`src/rtl/onehot_dec_seq.sv`:
```
// Registered N-to-2^N one-hot decoder with load, rotate-up/down (wrap pulse) and hold.
// Q, IDX, VALID and WRAP all come straight from flops; no input reaches an output combinationally.
module onehot_dec_seq #(
    parameter int unsigned SEL_W   = 5,
    parameter int unsigned RST_IDX = 0
) (
    input  logic                     CLK,
    input  logic                     RST,
    input  logic                     CLR,
    input  logic                     EN,
    input  logic [1:0]               MODE,
    input  logic [SEL_W-1:0]         SEL,
    output logic [(1<<SEL_W)-1:0]    Q,
    output logic [SEL_W-1:0]         IDX,
    output logic                     VALID,
    output logic                     WRAP
);

    localparam int unsigned OUT_W = 1 << SEL_W;

    localparam logic [SEL_W-1:0] RST_IDX_L = RST_IDX[SEL_W-1:0];

    localparam logic [0:0] ST_IDLE   = 1'b0;
    localparam logic [0:0] ST_ACTIVE = 1'b1;

    localparam logic [1:0] MODE_HOLD   = 2'b00;
    localparam logic [1:0] MODE_LOAD   = 2'b01;
    localparam logic [1:0] MODE_ROT_UP = 2'b10;
    localparam logic [1:0] MODE_ROT_DN = 2'b11;

    logic [0:0]       state;
    logic [SEL_W-1:0] idx;
    logic [OUT_W-1:0] q;
    logic             wrap;

    function automatic logic [OUT_W-1:0] decode(input logic [SEL_W-1:0] s);
        logic [OUT_W-1:0] d;
        d    = '0;
        d[s] = 1'b1;
        return d;
    endfunction

    // Rotates act only while ACTIVE, so Q stays all-zero in IDLE without extra gating.
    always_ff @(posedge CLK) begin
        if (RST || CLR) begin
            state <= ST_IDLE;
            idx   <= RST_IDX_L;
            q     <= '0;
            wrap  <= 1'b0;
        end else begin
            wrap <= 1'b0;
            if (EN) begin
                case (MODE)
                    MODE_HOLD: ;
                    MODE_LOAD: begin
                        state <= ST_ACTIVE;
                        idx   <= SEL;
                        q     <= decode(SEL);
                    end
                    MODE_ROT_UP: begin
                        if (state == ST_ACTIVE) begin
                            idx  <= idx + 1'b1;
                            q    <= {q[OUT_W-2:0], q[OUT_W-1]};
                            wrap <= (idx == '1);
                        end
                    end
                    MODE_ROT_DN: begin
                        if (state == ST_ACTIVE) begin
                            idx  <= idx - 1'b1;
                            q    <= {q[0], q[OUT_W-1:1]};
                            wrap <= (idx == '0);
                        end
                    end
                    default: ;
                endcase
            end
        end
    end

    assign Q     = q;
    assign IDX   = idx;
    assign VALID = (state == ST_ACTIVE);
    assign WRAP  = wrap;

endmodule

```
`config.mk`:
```
export PLATFORM = sky130hd
export DESIGN_NAME = onehot_dec_seq
export DESIGN_NICKNAME = d
export VERILOG_FILES = /design/src/rtl/onehot_dec_seq.sv
export SDC_FILE = /design/constraint.sdc
export NUM_CORES = 1
export LEC_CHECK = 0
export BUFFER_PORTS_ARGS = -buffer_cell sky130_fd_sc_hd__buf_2
export CORE_UTILIZATION = 45
export DETAILED_ROUTE_END_ITERATION = 10
export HOLD_SLACK_MARGIN = 0.08
export PLACE_DENSITY = 0.68
export REMOVE_ABC_BUFFERS = 1
export SYNTH_ARGS = -nofsm -noshare
export SYNTH_HDL_FRONTEND = slang
export SYNTH_SLANG_ARGS = --single-unit
```
`constraint.sdc`:
```
create_clock -name CLK -period 4 [get_ports CLK]
set_input_delay 0.2 -clock CLK [delete_from_list [all_inputs] [get_ports CLK]]
set_output_delay 0.2 -clock CLK [all_outputs]
set_load 0.02 [all_outputs]
```
# Word-level counts from Yosys, hierarchy flattened
# Index checks and enable logic that the tools add are counted.
[op_classes] addsub=2 magnitude_cmp=2 eq_ne=6 mux=11 n_bitwise=1 reduce_logical=7
[ops] op="$pmux W32 S3" n=1
[ops] op="$mux W32" n=2
[ops] op="$pmux W5 S3" n=1
[ops] op="$mux W5" n=2
[ops] op="$lt A5 B6 Y1 const B" n=1
[ops] op="$add A5 B1 Y5 const B" n=1
[ops] op="$demux W1 S5" n=1
[ops] op="$eq A5 B5 Y1 const B" n=1
[ops] op="$ge A5 B1 Y1 const B" n=1
[ops] op="$logic_not A5 Y1" n=1
[ops] op="$sub A5 B1 Y5 const B" n=1
[ops] op="$eq A2 B2 Y1 const B" n=2
[ops] op="$ne A2 B2 Y1 const B" n=2
[ops] op="$reduce_and A4 Y1" n=1
[ops] op="$mux W1" n=3
[ops] op="$reduce_bool A3 Y1" n=1
[ops] op="$eq A2 B1 Y1 const B" n=1
[ops] op="$pmux W1 S2" n=1
[ops] op="$reduce_and A2 Y1" n=1
[ops] op="$reduce_or A2 Y1" n=1
[ops] op="$logic_and A1 B1 Y1" n=1
[ops] op="$logic_or A1 B1 Y1" n=1
[ops] op="$not A1 Y1" n=1
[word_totals] register_bits=39 out_inout_bits=39 wordCells=33

# Longest topological paths before layout
# Gate-level depths: netlist of run 1.
[depth] depth_word=5 depth_mapped=9 mapped_depth_nobuf=7

# Worst setup path before layout of run 1
# OpenSTA, ideal clock, no wires.
[synth_path] path_kind="input port to flip-flop" startpoint="input port MODE[1]" endpoint="register idx[4], in the netlist IDX[4]" arrival_time_ps=1639 path_slack_ps=2274 cell_stages=9 path_cell_list="buf_6 buf_2 nand2_1 xnor2_1 ha_1 o311ai_1 a31o_1 a21oi_1 o31ai_1"
[synth_via] elab_chain_len=3 elab_cells_between_ends=8 cone_classes="eq/ne: 5; mux: 1; reduce/logical: 2"
[synth_lines] item="start, declared" line_no="11" text="input logic [1:0] MODE,"
[synth_lines] item="$eq A2 B2 Y1 or $eq A2 B1 Y1 (tied branches)" line_no="53" text="case (MODE)"
[synth_lines] item="$ne A2 B2 Y1 (no line) or $reduce_bool A3 Y1 (tied branches)"
[synth_lines] item="$reduce_and A4 Y1 (no line)"
[synth_lines] item="end signal, assigned" line_no="62" text="idx <= idx + 1'b1;"
[synth_lines] item="end signal, assigned" line_no="69" text="idx <= idx - 1'b1;"
[synth_lines] item="end, declared" line_no="32" text="logic [SEL_W-1:0] idx;"
# Several ways; a longest one is shown, not always the timed one.
# A chain may end at the register's enable or synchronous reset.

# Worst setup path in the final report of run 1
[layout_path] startpoint="input port MODE[1]" endpoint="register idx[2], in the netlist IDX[2]"
# The elaborated chain is that of the path after synthesis.

==> out/metrics.yaml, run 1 <==
critical_path:
  cp-start-kind: "input pin"
  rr_endpoint: "IDX[2]$_SDFFE_PP0P_"
  cp_slowest_cell: "buf_2"
  worstPathRequired_ns: 4.19
  endpoint_kind: "register"
  r2r_slack_ns: 2.18
  crit_chain: "buf_2 -> nor2b_2 -> o21ai_2 -> buf_4 -> nor2_1 -> a32o_1"
  cp.arrival_ns: 2.24
  crit_type: "in2reg"
  r2r-start: "VALID$_SDFFE_PP0P_"
  critical_path.max_fanout: 46
  reg2reg_depth: 5
  cpPeakStageDelay_ns: 0.62
placement:
  dp.cells: 350
  place_congestion: 0.847
  hpwl_mm: 3.55
  port_buffers: 49
global_route:
  grt_pass1_wl_mm: 9.04
  grt_start_max_net_pins: 47
  grt_usage_pct: 21.9
  antenna_found_initial: 0
  grt_pass1_vias: 1806
  grt_overflow: 0
floorplanning:
  die_x_um: 72.9
  core_mm2: 0.00479
  die-area_mm2: 0.00531
  die_y_um: 72.9
  start_util_pct: 47.3
  rows: 25
  ios: 50
clock_tree:
  clk_pin_slew_ns: 0.08
  cts_hold_buf: 0
  post-cts-setup-buffer-count: 0
  cts_buffer_depth: 2
  root_buffer: "clkbuf_8"
  cts_resized: 0
  cts_tree: "done"
  clk_latency_ns: 0.29
  clock_sinks: 39
  htreeDepth: 2
  cts_buffers: 5
sta:
  fmax_ghz: 0.487
  timing.final.crit_period_ns: 2.05
  max_slew.worst_pin.slew_ns: 0.813
  period_share_pct: 51.4
  tns_ns: 0
  rsz0062_at_grt: "false"
  finalHoldViolCount: 0
  fin_worst_skew_ns: 0.00606
  report.final.slew_viol_count: 0
  max-slew-margin-rel_pct: 45.8
  whs_ns: 0.201
  setup_viol: 0
detailed_routing:
  antenna_left: 0
  drtPass1Iterations: 4
  vias_per_cell: 5.84
  drc: 0
  first_iter_violations: 142
  wire_per_inst_um: 15.0
  vias: 2091
  wirelength_mm: 5.38
hold_path:
  holdCritStartpoint: "EN"
  hold_end: "VALID$_SDFFE_PP0P_"
  hold_class: "in2reg"
  whs_path_depth: 3
finish:
  layout.cells.non_filler: 358
  drive_gt1_share_pct: 33.3
  antenna_cells: 0
  nNetsFinal: 302
  area_growth_syn_to_layout_pct: 13.6
flow_run:
  maxCapViolCount: 0
synth:
  ys_ff_latch: 39
  synth_top_flop_cell: "dfxtp_1"
  synthCells: 256
  synthArstFlopShare_pct: 0
  syn_area_mm2: 0.00226
  ys_seq_area_share_pct: 34.5
  synth_edf_count: 0
  syn_avg_cell_area_um2: 8.84
  yosys_warnings: 0
  ys_types: 41
pwr:
  power_density_mw_per_mm2: 322
  p_leak_nw: 1.10
  max-vdd-ir-drop_v: 0.000202
outcome:
  status: "finished clean"
-- cell usage in the layout, fill, tap and decap left out, types with 5 or more instances in the layout --
| master | netlist | final |
|---|---|---|
| a221oi_1 | 32 | 32 |
| clkbuf_8 | 0 | 7 |
| mux2_2 | 30 | 30 |
| nor3b_1 | 6 | 6 |
| nor2_1 | 39 | 39 |
| nor3_1 | 36 | 36 |
| dfxtp_1 | 39 | 39 |
| buf_2 | 5 | 49 |
| a21oi_1 | 5 | 5 |
-- worst max path at each step --
stage | startpoint | end | slack (ns) | cells past startpoint
2_1_floorplan | VALID$_SDFFE_PP0P_ | IDX[2]$_SDFFE_PP0P_ | 2.27 | 4
3_3_place_gp | MODE[1] | IDX[2]$_SDFFE_PP0P_ | 1.72 | 6
3_5_place_dp | MODE[1] | IDX[2]$_SDFFE_PP0P_ | 1.68 | 6
4_1_cts | MODE[1] | IDX[2]$_SDFFE_PP0P_ | 1.99 | 6
5_1_grt | MODE[1] | Q[21]$_SDFFE_PP0P_ | 1.71 | 6
6_report | MODE[1] | IDX[2]$_SDFFE_PP0P_ | 1.95 | 6
-- Yosys cell counts (3+ instances only) --
library cell  count  share of area, %
nor3b_1           6               2.0
nand3_1           3              0.66
clkbuf_1          9               1.5
dfxtp_1          39                35
nor3_1           36               8.0
nor2_1           39               6.5
nand2_1           4              0.66
buf_4             5               1.7
a21oi_1           5               1.1
buf_2             5               1.1
buf_6             4               2.0
a221oi_1         32                12
and3_1            4               1.1
mux2_2           30                15
-- where the power goes --
group	internal, mW	switching [mW]
clock	0.157	0.140
sequential	0.397	0.00904
combinational	0.0463	0.0789
total	0.600	0.228
-- logic make-up after synthesis --
logic type                 synth area share, %
adders and majority gates                0.553
xor gates and xnor gates                 0.774
buffers and inverters                     7.08
and+or+nand+nor                           21.5
AOI/OAI and AO/OA                         18.8
DFF                                       34.5
muxes                                     16.8
-- area by class of cell --
type,count,area (um2)
sequential,39,781
tap,67,83.8
multi-input combinational,189,1320
inverter,3,11.3
clock buffer,7,96.3
clock inverter,1,7.51
fill,462,2220
timing repair buffer,52,268
-- flip-flops by register name (all words and copies together), names as in the netlist --
| register | count |
|---|---|
| WRAP | 1 |
| Q | 32 |
| VALID | 1 |
| IDX | 5 |
-- worst max-delay path, delay by kind of cell --
family	cells	cell delay (ns)
AND/OR/NAND/NOR	2	0.21
AO/OA/AOI/OAI	2	0.85
buffers and inverters	2	0.97
-- stage by stage --
step	utilization [%]	worst slack, ns	power, mW	area [um2]
2_1_floorplan	-	2.27	0.491	2110
3_3_place_gp	51.5	1.72	0.538	2460
3_5_place_dp	51.5	1.68	0.540	2460
4_1_cts	53.7	1.99	0.836	2570
5_1_grt	53.7	1.71	0.865	2570
6_report	53.7	1.95	0.828	2570
-- metal layers --
metal / track usage [%] / part of all wire [%] / up-vias
met3: 4.42 / 3.7 / 4
met2: 32.6 / 46 / 49
li1: - / - / 1032
met5: 0 / 0 / -
met1: 31.4 / 49 / 1006
met4: 7.41 / 0.95 / 0
Power figures use the tool's default switching activity.
==> inputs of run 2 (changes only) <==
==> constraint.sdc (replaced) <==
create_clock -name CLK -period 2.06 [get_ports CLK]
set_input_delay 0.103 -clock CLK [delete_from_list [all_inputs] [get_ports CLK]]
set_output_delay 0.103 -clock CLK [all_outputs]
set_load 0.02 [all_outputs]
==> run 2 against run 1 <==
  * Clock skew decreased by 0.00068 ns
  * Core utilization rose by 0.71 points
  * Flip-flop and latch count unchanged
  * Global-route usage is 0.18 points higher
  * Final area increased by 1.3%
  * First-iteration DRC count increased by 13%
  * Worst setup slack worse by 1.6 ns
  * Critical path type is now reg2reg
  * Register-to-register slack got worse by 1.8 ns
==> out/metrics.yaml, run 2 (same netlist as run 1, synthesis figures left out) <==
outcome:
  status: "finished clean"
critical_path:
  r2r_slack_ns: 0.37
  critical_path.max_fanout: 7
  reg2reg_depth: 6
  worstPathRequired_ns: 2.27
  crit_type: "reg2reg"
  cp-start-kind: "register"
  cp.arrival_ns: 1.90
  endpoint_kind: "register"
  rr_endpoint: "IDX[4]$_SDFFE_PP0P_"
  r2r-start: "IDX[1]$_SDFFE_PP0P_"
floorplanning:
  ios: 50
  die_x_um: 72.9
  rows: 25
  die_y_um: 72.9
  die-area_mm2: 0.00531
  core_mm2: 0.00479
  start_util_pct: 47.3
finish:
  fill_cells: 467
  final_common_cell: "buf_2"
  layout_common_cells: "49 x buf_2, 39 x dfxtp_1, 39 x nor2_1"
  area_growth_syn_to_layout_pct: 15.0
  multi_input_area_mm2: 0.00132
  drive_gt1_share_pct: 34.2
  antenna_cells: 0
  final_area_mm2: 0.00260
  nNetsFinal: 307
  seqCellArea_um2: 781
  largest_register_ffs: 32
  fin_util_pct: 54.4
clock_tree:
  cts_resized: 0
  clk_latency_ns: 0.29
  cts_buffer_depth: 2
  clock_sinks: 39
  cts_hold_buf: 0
  post-cts-setup-buffer-count: 0
  htreeDepth: 2
  cts_tree: "done"
  root_buffer: "clkbuf_8"
  cts_buffers: 5
  clk_pin_slew_ns: 0.08
sta:
  timing.final.crit_period_ns: 1.69
  tns_ns: 0
  rsz0062_at_grt: "false"
  max-slew-margin-rel_pct: 49.7
  setup_viol: 0
  fmax_ghz: 0.592
  report.final.slew_viol_count: 0
  whs_ns: 0.104
  fin_worst_skew_ns: 0.00537
  max_slew.worst_pin.slew_ns: 0.754
  period_share_pct: 82.1
  finalHoldViolCount: 0
detailed_routing:
  antenna_left: 0
  vias: 2131
  vias_per_cell: 5.89
  drtPass1Iterations: 5
  drc: 0
  first_iter_violations: 161
  wirelength_mm: 5.71
  wire_per_inst_um: 15.8
global_route:
  grt_usage_pct: 22.0
  grt_pass1_vias: 1884
  antenna_found_initial: 0
  grt_overflow: 0
  grt_pass1_wl_mm: 9.22
  grt_start_max_net_pins: 39
placement:
  postPlaceCellArea_mm2: 0.00251
  place_congestion: 0.815
  port_buffers: 49
  hpwl_mm: 3.80
hold_path:
  hold_end: "VALID$_SDFFE_PP0P_"
  holdCritStartpoint: "EN"
  whs_path_depth: 3
  hold_class: "in2reg"
flow_run:
  maxCapViolCount: 0
pwr:
  power_density_mw_per_mm2: 602
  p_leak_nw: 1.13
  max-vdd-ir-drop_v: 0.000456
## run 2: changes by cell type in the layout (fill, tap and decap cells not counted)
cell        previous run  this run
buf_12                 0         1
clkbuf_8               7         6
clkinv_2               0         1
buf_4                  3         7
clkinvlp_4             1         0
## run 2: stage by stage
step	std cells	power [mW]	setup WS, ns
finish	362	1.57	0.370
global route	362	1.63	0.223
CTS	362	1.58	0.354
detailed placement	355	1.06	0.283
global placement	355	1.06	0.429
floorplan	231	0.953	0.332
## run 2: area by class of cell
class | count | share of cell area (%)
well taps | 67 | 3.22
clock inverters | 1 | 0.192
repair buffers | 57 | 12.2
inverters | 3 | 0.433
flip-flops and latches | 39 | 30.0
multi-input cells | 189 | 50.8
clock buffers | 6 | 3.17
## run 2: worst max-delay path by stage
stage	from	slack [ns]	endpoint	cells past startpoint
2_1_floorplan	VALID$_SDFFE_PP0P_	0.33	IDX[2]$_SDFFE_PP0P_	4
3_3_place_gp	MODE[0]	0.43	IDX[4]$_SDFFE_PP0P_	8
3_5_place_dp	MODE[0]	0.28	IDX[4]$_SDFFE_PP0P_	8
4_1_cts	IDX[1]$_SDFFE_PP0P_	0.35	IDX[4]$_SDFFE_PP0P_	6
5_1_grt	IDX[1]$_SDFFE_PP0P_	0.22	IDX[4]$_SDFFE_PP0P_	6
6_report	IDX[1]$_SDFFE_PP0P_	0.37	IDX[4]$_SDFFE_PP0P_	6
## run 2: power breakdown
group / internal (mW) / total (mW) / switching (mW) / leakage [nW]
clock network: 0.263 / 0.522 / 0.259 / 0.0470
logic: 0.0976 / 0.256 / 0.158 / 0.764
registers: 0.770 / 0.788 / 0.0178 / 0.316
## run 2: layer usage
layer	global-route usage, %	wire, um	up-vias
li1	-	-	1044
met1	29.6	2690	1014
met2	36.9	2730	71
met3	4.28	272	2
met4	4.36	8	0
met5	0	0	-
## run 2: worst max-delay path: stages (launching register included)
cell,delay [ns]
dfxtp_1,0.47
xnor2_1,0.13
ha_1,0.24
o311ai_1,0.31
a31o_1,0.19
a21oi_1,0.06
o31ai_1,0.22
==> inputs of run 3 (changes only) <==
--- a/config.mk
+++ b/config.mk
@@ -5,11 +5,12 @@
 export SDC_FILE = /design/constraint.sdc
 export NUM_CORES = 1
 export LEC_CHECK = 0
+export ABC_AREA = 1
 export BUFFER_PORTS_ARGS = -buffer_cell sky130_fd_sc_hd__buf_2
 export CORE_UTILIZATION = 45
 export DETAILED_ROUTE_END_ITERATION = 10
 export HOLD_SLACK_MARGIN = 0.08
-export PLACE_DENSITY = 0.68
+export PLACE_DENSITY = 0.71
 export REMOVE_ABC_BUFFERS = 1
 export SYNTH_ARGS = -nofsm -noshare
 export SYNTH_HDL_FRONTEND = slang
==> constraint.sdc (replaced) <==
create_clock -name CLK -period 1.5 [get_ports CLK]
set_input_delay 0.075 -clock CLK [delete_from_list [all_inputs] [get_ports CLK]]
set_output_delay 0.075 -clock CLK [all_outputs]
set_load 0.02 [all_outputs]
==> run 3 against run 2 <==
  * Sequential share of layout area fell by 1.5 points
  * Die area rose by 2.5%
  * Register-to-register slack got worse by 0.26 ns
  * First-iteration DRC count rose by 11%
  * Count of clock-buffer cells in the layout did not move
  * Global-route usage rose by 1.1 points
  * Cell count rose by 26%
  * Routed wire length rose by 3.8%
  * Synthesized cell count rose by 33%
  * Combinational power rose by 32%
==> out/metrics.yaml, run 3 <==
synth:
  synth_area_leaders: "dfxtp_1 34%, inv_1 13%, nand2_1 12%"
  synthArstFlopShare_pct: 0
  yosysTopAreaCell: "dfxtp_1"
  yosysMostFrequentCell: "inv_1"
  ys_seq_area_share_pct: 33.6
  synth_top_flop_cell: "dfxtp_1"
  syn_area_mm2: 0.00232
  yosysTopAreaCellShare_pct: 33.6
  synthCells: 340
  ys_ff_latch: 39
  ys_types: 24
  synth_edf_count: 0
  syn_avg_cell_area_um2: 6.83
  synth_common_cells: "80 x inv_1, 73 x nand2_1, 39 x dfxtp_1"
  yosys_warnings: 0
pwr:
  power_density_mw_per_mm2: 769
  p_leak_nw: 1.44
  power_mw: 2.12
  max-vdd-ir-drop_v: 0.000403
clock_tree:
  cts_tree: "done"
  clock_sinks: 39
  cts_buffers: 5
  htreeDepth: 2
  clk_latency_ns: 0.29
  root_buffer: "clkbuf_8"
  clk_pin_slew_ns: 0.08
  cts_buffer_depth: 2
detailed_routing:
  drtPass1Iterations: 4
  drt-met1-wl_mm: 2.83
  wirelength_mm: 5.93
  wl_met2_mm: 2.76
  vias: 2334
  top_layer: "met4"
  vias_per_cell: 5.12
  antenna_left: 0
  first_iter_violations: 178
  wl_met3_um: 294
  drc: 0
  wire_per_inst_um: 13.0
sta:
  fin_worst_skew_ns: 0.00713
  whs_ns: 0.0885
  tns_ns: 0
  setup_viol: 0
  period_share_pct: 92.6
  max_slew.worst_pin.slew_ns: 0.677
  max-slew-margin-rel_pct: 54.7
  report.final.slew_viol_count: 0
  finalHoldViolCount: 0
  timing.final.crit_period_ns: 1.39
  fin_ws_ns: 0.111
  fmax_ghz: 0.720
critical_path:
  cp.buffers_inverters: 3
  critPathLaunch: "IDX[1]$_SDFFE_PP0P_"
  reg2reg_depth: 12
  cpPeakStageDelay_ns: 0.37
  critical_path.max_fanout: 5
  crit_chain: "inv_2 -> nand2_2 -> nand2_2 -> inv_2 -> ha_4 -> inv_2 -> nand2_2 -> nand3_2 -> nand3_1 -> nand3_1 -> nand2_1 -> a21oi_2"
  worstPathRequired_ns: 1.73
  crit_type: "reg2reg"
  cp-start-kind: "register"
  endpoint_kind: "register"
  cp.depth: 12
  cp.arrival_ns: 1.62
  crit_family: "simple AND/OR/NAND/NOR gates"
  r2r-start: "IDX[1]$_SDFFE_PP0P_"
  cp_slowest_cell: "dfxtp_4"
global_route:
  grt_usage_pct: 23.2
  grt_pass1_wl_mm: 9.77
  grt_overflow: 0
  antenna_found_initial: 0
  grt_pass1_vias: 2070
  grt_start_max_net_pins: 33
finish:
  layout_common_cells: "77 x inv_1, 69 x nand2_1, 49 x buf_2"
  nNetsFinal: 400
  drive_gt1_share_pct: 21.6
  largest_register_ffs: 32
  final_area_mm2: 0.00276
  final_common_cell: "inv_1"
  layout.cells.non_filler: 456
  fin_util_pct: 56.9
  area_growth_syn_to_layout_pct: 18.8
  antenna_cells: 0
outcome:
  status: "finished clean"
floorplanning:
  start_util_pct: 47.9
  die_x_um: 73.8
  core_mm2: 0.00485
  die-area_mm2: 0.00545
  ios: 50
  rows: 25
  die_y_um: 73.8
placement:
  dp_slack_ns: 0.0276
  dp.cells: 447
  port_buffers: 49
  hpwl_mm: 4.14
  postPlaceCellArea_mm2: 0.00262
  place_congestion: 0.885
hold_path:
  holdCritStartpoint: "EN"
  hold_class: "in2reg"
  whs_path_depth: 3
flow_run:
  maxCapViolCount: 0
## run 3: metal layers
metal  global-route usage [%]  vias up
met5                        0        -
met4                     7.26        0
met3                     4.80        4
met2                     36.6       68
met1                     31.5     1034
li1                         -     1228
## run 3: final timing paths
| kind | end | slack (ns) |
|---|---|---|
| worst min-delay path | VALID$_SDFFE_PP0P_ | 0.09 |
| worst min register to register | VALID$_SDFFE_PP0P_ | 0.47 |
| worst max register to register | IDX[4]$_SDFFE_PP0P_ | 0.11 |
| worst max-delay path | IDX[4]$_SDFFE_PP0P_ | 0.11 |
## run 3: area by class of cell
type | instances | area [um2]
clock buffer | 6 | 72.6
clock inverter | 2 | 12.5
fill | 491 | 2090
inverter | 82 | 313
multi-input combinational | 201 | 1140
sequential | 39 | 785
tap | 67 | 83.8
timing repair buffer | 59 | 345
## run 3: timing repair
action | CTS | global route
setup buffers | 0 | 1
hold buffers | 0 | 0
endpoints found under the setup margin | 0 | 2
resized for setup | 0 | 15
## run 3: worst register-to-register path, delay by kind of cell, from the launching register on
| kind | cells | cell delay [ns] |
|---|---|---|
| simple gates | 7 | 0.52 |
| flops | 1 | 0.37 |
| compound gates | 1 | 0.13 |
| fa+ha+maj | 1 | 0.15 |
| buf+inv | 3 | 0.14 |
## run 3: power breakdown
part / total, mW / leakage, nW / switching [mW] / internal (mW)
registers: 1.08 / 0.317 / 0.0181 / 1.06
clock network: 0.705 / 0.0412 / 0.380 / 0.325
logic: 0.339 / 1.08 / 0.232 / 0.106
## run 3: kinds of logic after synthesis
| logic type | Yosys count | synth area share, % |
|---|---|---|
| adders and majority gates | 1 | 0.539 |
| AOI/OAI and AO/OA | 97 | 28.4 |
| DFF | 39 | 33.6 |
| buffers and inverters | 100 | 19.0 |
| and+or+nand+nor | 103 | 18.4 |
